[src/rtl/ps2_key_tracker.sv]
// PS/2 scancode tracker: pops bytes from a receiver FIFO, decodes E0/F0
// prefixes, tracks the held key and counts new presses, and drives a
// seven-segment display with the key code and the press count.
//
// state      | meaning
// -----------+-----------------------------------------------
// ST_IDLE    | no prefix pending; next plain byte is a make
// ST_EXT     | E0 seen; next plain byte is an extended make
// ST_BRK     | F0 seen; next plain byte is a break
// ST_EXT_BRK | E0 and F0 seen; next plain byte is an extended break
module ps2_key_tracker #(
    parameter int NUM_DIGITS       = 6,
    parameter int CNT_WIDTH        = 8,
    parameter bit BLANK_ON_RELEASE = 1'b1
) (
    input  logic                    clk,
    input  logic                    rst,
    input  logic [7:0]              kb_data,
    input  logic                    kb_ready,
    input  logic                    kb_overflow,
    output logic                    kb_nextdata_n,
    output logic [7:0]              key_code,
    output logic                    key_ext,
    output logic                    key_down,
    output logic                    key_event,
    output logic [CNT_WIDTH-1:0]    press_count,
    output logic                    err_overflow,
    output logic [NUM_DIGITS*7-1:0] hex
);

    localparam int CNT_DIG_W = (NUM_DIGITS - 2) * 4;

    typedef enum logic [1:0] {
        ST_IDLE    = 2'd0,
        ST_EXT     = 2'd1,
        ST_BRK     = 2'd2,
        ST_EXT_BRK = 2'd3
    } state_t;

    state_t               state_q, state_d, state_eff;
    logic                 gap_q, gap_d;
    logic                 nextdata_n_q, nextdata_n_d;
    logic [7:0]           key_code_q, key_code_d;
    logic                 key_ext_q, key_ext_d;
    logic                 key_down_q, key_down_d;
    logic                 key_event_q, key_event_d;
    logic [CNT_WIDTH-1:0] press_count_q, press_count_d;
    logic                 err_overflow_q, err_overflow_d;

    logic pop, is_e0, is_f0, in_ext, in_brk, is_make, is_break, matches_held;

    // Byte acceptance and prefix classification; overflow drops any pending prefix.
    always_comb begin
        pop          = kb_ready & ~gap_q;
        state_eff    = kb_overflow ? ST_IDLE : state_q;
        is_e0        = (kb_data == 8'hE0);
        is_f0        = (kb_data == 8'hF0);
        in_ext       = (state_eff == ST_EXT) || (state_eff == ST_EXT_BRK);
        in_brk       = (state_eff == ST_BRK) || (state_eff == ST_EXT_BRK);
        is_make      = pop & ~is_e0 & ~is_f0 & ~in_brk;
        is_break     = pop & ~is_e0 & ~is_f0 & in_brk;
        matches_held = (key_code_q == kb_data) && (key_ext_q == in_ext);
    end

    // Prefix state register.
    always_ff @(posedge clk or posedge rst) begin
        if (rst) state_q <= ST_IDLE;
        else     state_q <= state_d;
    end

    // Prefix next-state: E0 adds the extended flag, F0 adds the break flag.
    always_comb begin
        state_d = state_eff;
        if (pop) begin
            if (is_e0)      state_d = in_brk ? ST_EXT_BRK : ST_EXT;
            else if (is_f0) state_d = in_ext ? ST_EXT_BRK : ST_BRK;
            else            state_d = ST_IDLE;
        end
    end

    // Key tracking outputs; a make identical to the held key is typematic and ignored.
    always_comb begin
        gap_d          = pop;
        nextdata_n_d   = ~pop;
        key_code_d     = key_code_q;
        key_ext_d      = key_ext_q;
        key_down_d     = key_down_q;
        key_event_d    = 1'b0;
        press_count_d  = press_count_q;
        err_overflow_d = err_overflow_q | kb_overflow;
        if (is_make && !(key_down_q && matches_held)) begin
            key_code_d    = kb_data;
            key_ext_d     = in_ext;
            key_down_d    = 1'b1;
            key_event_d   = 1'b1;
            press_count_d = press_count_q + 1'b1;
        end
        if (is_break && matches_held) key_down_d = 1'b0;
    end

    // Output and handshake registers.
    always_ff @(posedge clk or posedge rst) begin
        if (rst) begin
            gap_q          <= 1'b0;
            nextdata_n_q   <= 1'b1;
            key_code_q     <= 8'h00;
            key_ext_q      <= 1'b0;
            key_down_q     <= 1'b0;
            key_event_q    <= 1'b0;
            press_count_q  <= '0;
            err_overflow_q <= 1'b0;
        end else begin
            gap_q          <= gap_d;
            nextdata_n_q   <= nextdata_n_d;
            key_code_q     <= key_code_d;
            key_ext_q      <= key_ext_d;
            key_down_q     <= key_down_d;
            key_event_q    <= key_event_d;
            press_count_q  <= press_count_d;
            err_overflow_q <= err_overflow_d;
        end
    end

    assign kb_nextdata_n = nextdata_n_q;
    assign key_code      = key_code_q;
    assign key_ext       = key_ext_q;
    assign key_down      = key_down_q;
    assign key_event     = key_event_q;
    assign press_count   = press_count_q;
    assign err_overflow  = err_overflow_q;

    function automatic logic [6:0] seg7(input logic [3:0] v);
        logic [6:0] s;
        case (v)
            4'h0: s = 7'h40;  4'h1: s = 7'h79;  4'h2: s = 7'h24;  4'h3: s = 7'h30;
            4'h4: s = 7'h19;  4'h5: s = 7'h12;  4'h6: s = 7'h02;  4'h7: s = 7'h78;
            4'h8: s = 7'h00;  4'h9: s = 7'h10;  4'hA: s = 7'h08;  4'hB: s = 7'h03;
            4'hC: s = 7'h46;  4'hD: s = 7'h21;  4'hE: s = 7'h06;  default: s = 7'h0E;
        endcase
        return s;
    endfunction

    logic [CNT_DIG_W-1:0] cnt_disp;
    assign cnt_disp = CNT_DIG_W'(press_count_q);

    // Display decode from registered state only.
    for (genvar g = 0; g < NUM_DIGITS; g++) begin : g_digit
        if (g < 2) begin : g_key
            assign hex[7*g +: 7] = (BLANK_ON_RELEASE && !key_down_q) ? 7'h7F
                                                                     : seg7(key_code_q[4*g +: 4]);
        end else begin : g_cnt
            assign hex[7*g +: 7] = seg7(cnt_disp[4*(g-2) +: 4]);
        end
    end

endmodule

[config.mk]
export PLATFORM = sky130hd
export DESIGN_NAME = ps2_key_tracker
export DESIGN_NICKNAME = d
export VERILOG_FILES = /design/src/rtl/ps2_key_tracker.sv
export SDC_FILE = /design/constraint.sdc
export NUM_CORES = 1
export LEC_CHECK = 0
export ABC_CLOCK_PERIOD_IN_PS = 3400
export CAP_MARGIN = 25
export CORE_ASPECT_RATIO = 0.5
export CORE_MARGIN = 2
export CORE_UTILIZATION = 35
export CTS_CLUSTER_DIAMETER = 80
export DETAILED_ROUTE_END_ITERATION = 7
export DONT_BUFFER_PORTS = 1
export GPL_TIMING_DRIVEN = 0
export PLACE_DENSITY = 0.59
export SYNTH_ARGS = -nofsm -noshare
export SYNTH_HDL_FRONTEND = slang
export SYNTH_SLANG_ARGS = --single-unit
[constraint.sdc]
create_clock -name clk -period 3.4 [get_ports clk]
set_input_delay 1.02 -clock clk [delete_from_list [all_inputs] [get_ports clk]]
set_output_delay 1.02 -clock clk [all_outputs]
set_load 0.01 [all_outputs]
==> results.ini <==
[placed_design]
io_buffers = 0
place_ws_ns = 0.532
dp_hpwl_mm = 3.75
place.gp.congestion = 0.833

[grt]
antenna_found_initial = 0
grt_max_degree = 25
grt-ovfl-total = 0
grt_pass1_wl_mm = 7.73
grtUsageTotal_pct = 14.0
grt_pass1_vias = 1635

[clock_network]
cts_tree = built
ctsHoldBuffers = 0
cts_sinks = 24
cts_buffer_depth = 2
cts_buffers = 3
clk_pin_slew_ns = 0.06
clk_latency_ns = 0.26
cts_htree_levels = 1
cts_post_setup_buffers_inserted = 0
ctsResizeCount = 0
cts_root_buf = clkbuf_16

[logic_synthesis]
yosys_warnings = 0
ys_ff_latch = 24
synth_cells = 250
synthFlopType = dfrtp_1
ys_async_sr_fraction_pct = 100
synth_edf_count = 0
syn_area_sq_um = 2180
synth_seq_area_share_pct = 27.7
yosys.cell_types.count = 44
avgSynthCellArea_sq_um = 8.70

[sta]
finalCriticalPeriod_ns = 3.15
finalWorstSetupSlack_ns = 0.252
rsz0062_at_grt = no
max_slew_margin_pct = 41.9
tns_ns = 0
worstMarginPinSlew_ns = 0.870
finalMaxSlewViolations = 0
hold_violations = 0
fin_skew_ns = 0.00570
timing.final.crit_share_pct = 92.6
fmax_ghz = 0.318
finalSetupViolCount = 0

[worst_setup_path]
cp_max_fo = 7
crit_path_end_kind = output pin
r2r-end = key_code[4]
start_kind = register
crit_required_ns = 2.38
worst-setup-path-type = reg -> out
cp.arrival_ns = 2.13
r2r_slack_ns = 1.47
worstRegToRegCells = 9
rr_startpoint = key_code[2]
crit_start = key_code[1]

[route]
initialDrtViolationCount = 92
wirelength_mm = 4.81
drc_errors = 0
vias_per_cell = 4.79
wire_per_inst_um = 13.6
num_vias = 1696
drtPass1Iterations = 4
postRouteAntennaNets = 0

[cells_and_area]
regArea_sq_um = 602
drive_gt1_share_pct = 15.4
nets = 303
multiInputGateArea_sq_um = 1360
layout_commonest_cell = nand2_1
final_cell_mix = nand2_1, ha_1, dfrtp_1
insertedDiodeCount = 0
nFillCells = 631
syn2layout_area_growth_pct = 10.8

[floorplanning]
num_rows = 20
core-area_sq_um = 6030
io_pins = 75
initial_core_util_pct = 36.1
die_width_um = 116
die_area_sq_um = 6900
die_y_um = 59.8

[worst_hold_path]
min_to = gap_q
hold_path_class = reg -> reg
hold_path_depth = 1
hp-start = gap_q

[run]
drv_cap = 0

[power_and_ir_drop]
p_leak_nw = 1.09
p_per_area_nw_per_um2 = 623
peakVddDrop_uv = 204

[run_status]
status = finished clean

registers in the layout (all words and copies together) (netlist names):
register       cells
state_q            2
kb_nextdata_n      1
key_ext            1
key_down           1
press_count        8
key_code           8
gap_q              1
err_overflow       1
key_event          1
cells in the mapped netlist (3+ instances only):
cell | number | area, sq um
nand2b_1 | 7 | 43.8
nand2_1 | 28 | 105
mux2i_1 | 8 | 80.1
buf_2 | 5 | 25.0
xnor2_1 | 8 | 70.1
a21oi_1 | 11 | 55.1
xor2_1 | 8 | 70.1
buf_6 | 3 | 33.8
nor3_1 | 4 | 20.0
or2_2 | 4 | 25.0
o21ai_0 | 20 | 100
buf_4 | 14 | 105
a31oi_1 | 4 | 25.0
ha_1 | 24 | 300
o211ai_1 | 9 | 67.6
nor2b_1 | 5 | 31.3
dfrtp_1 | 23 | 576
o22ai_1 | 3 | 18.8
inv_1 | 18 | 67.6
mux2_2 | 4 | 45.0
clkbuf_1 | 6 | 22.5
nor2_1 | 6 | 22.5
worst max-delay path: stages (launching register included):
cell,delay (ns)
dfrtp_1,0.55
inv_1,0.19
ha_1,0.35
inv_1,0.04
mux4_2,0.43
or2_2,0.32
metrics by stage:
| step | hold slack, ns | instances | utilization [%] | power [mW] | area (sq um) |
|---|---|---|---|---|---|
| floorplan | 0.421 | 262 | - | 1.10 | 2220 |
| CTS | 0.458 | 354 | 40.0 | 1.51 | 2410 |
| global route | 0.486 | 354 | 40.0 | 1.63 | 2410 |
| finish | 0.459 | 354 | 40.0 | 1.50 | 2410 |
| global placement | 0.456 | 350 | 38.7 | 1.22 | 2330 |
| detailed placement | 0.449 | 350 | 38.7 | 1.25 | 2330 |
metal layers:
| metal | routed length, um | track usage (%) | part of all wire [%] | up-vias |
|---|---|---|---|---|
| li1 | - | - | - | 850 |
| met1 | 2090 | 16.1 | 44 | 807 |
| met2 | 2430 | 27.1 | 50 | 37 |
| met3 | 266 | 3.25 | 5.5 | 2 |
| met4 | 22 | 2.41 | 0.46 | 0 |
| met5 | 0 | 0 | 0 | - |
power by group:
| part | switching [mW] | internal [mW] |
|---|---|---|
| clock network | 0.0954 | 0.160 |
| registers | 0.121 | 0.341 |
| logic | 0.483 | 0.303 |
cell families (layout without fill, tap and decap cells):
family / Yosys count / count (layout) / synth area share [%]
DFF: 24 / 24 / 27.7
other: 2 / 14 / 0.345
buffers and inverters: 48 / 52 / 12.0
adders and majority gates: 24 / 24 / 13.8
xor gates and xnor gates: 16 / 16 / 6.44
and+or+nand+nor: 67 / 67 / 16.3
muxes: 14 / 14 / 7.82
AOI/OAI and AO/OA: 55 / 55 / 15.6
cell type report:
cell class | count | area share, %
Clock buffer | 4 | 3.27
Inverter | 18 | 2.80
Tap cell | 88 | 4.57
Sequential cell | 24 | 25.0
Multi-Input combinational cell | 190 | 56.3
Buffer | 30 | 8.05
worst max-delay path by stage:
stage	to	slack, ns	cells after the start
final	hex[3]	0.25	5
after global routing	hex[3]	0.14	5
after CTS	hex[3]	0.25	5
after detailed placement	hex[3]	0.53	5
after global placement	hex[3]	0.57	5
after floorplan	hex[3]	0.72	5
Note: power is estimated with default switching activity, not from simulation.
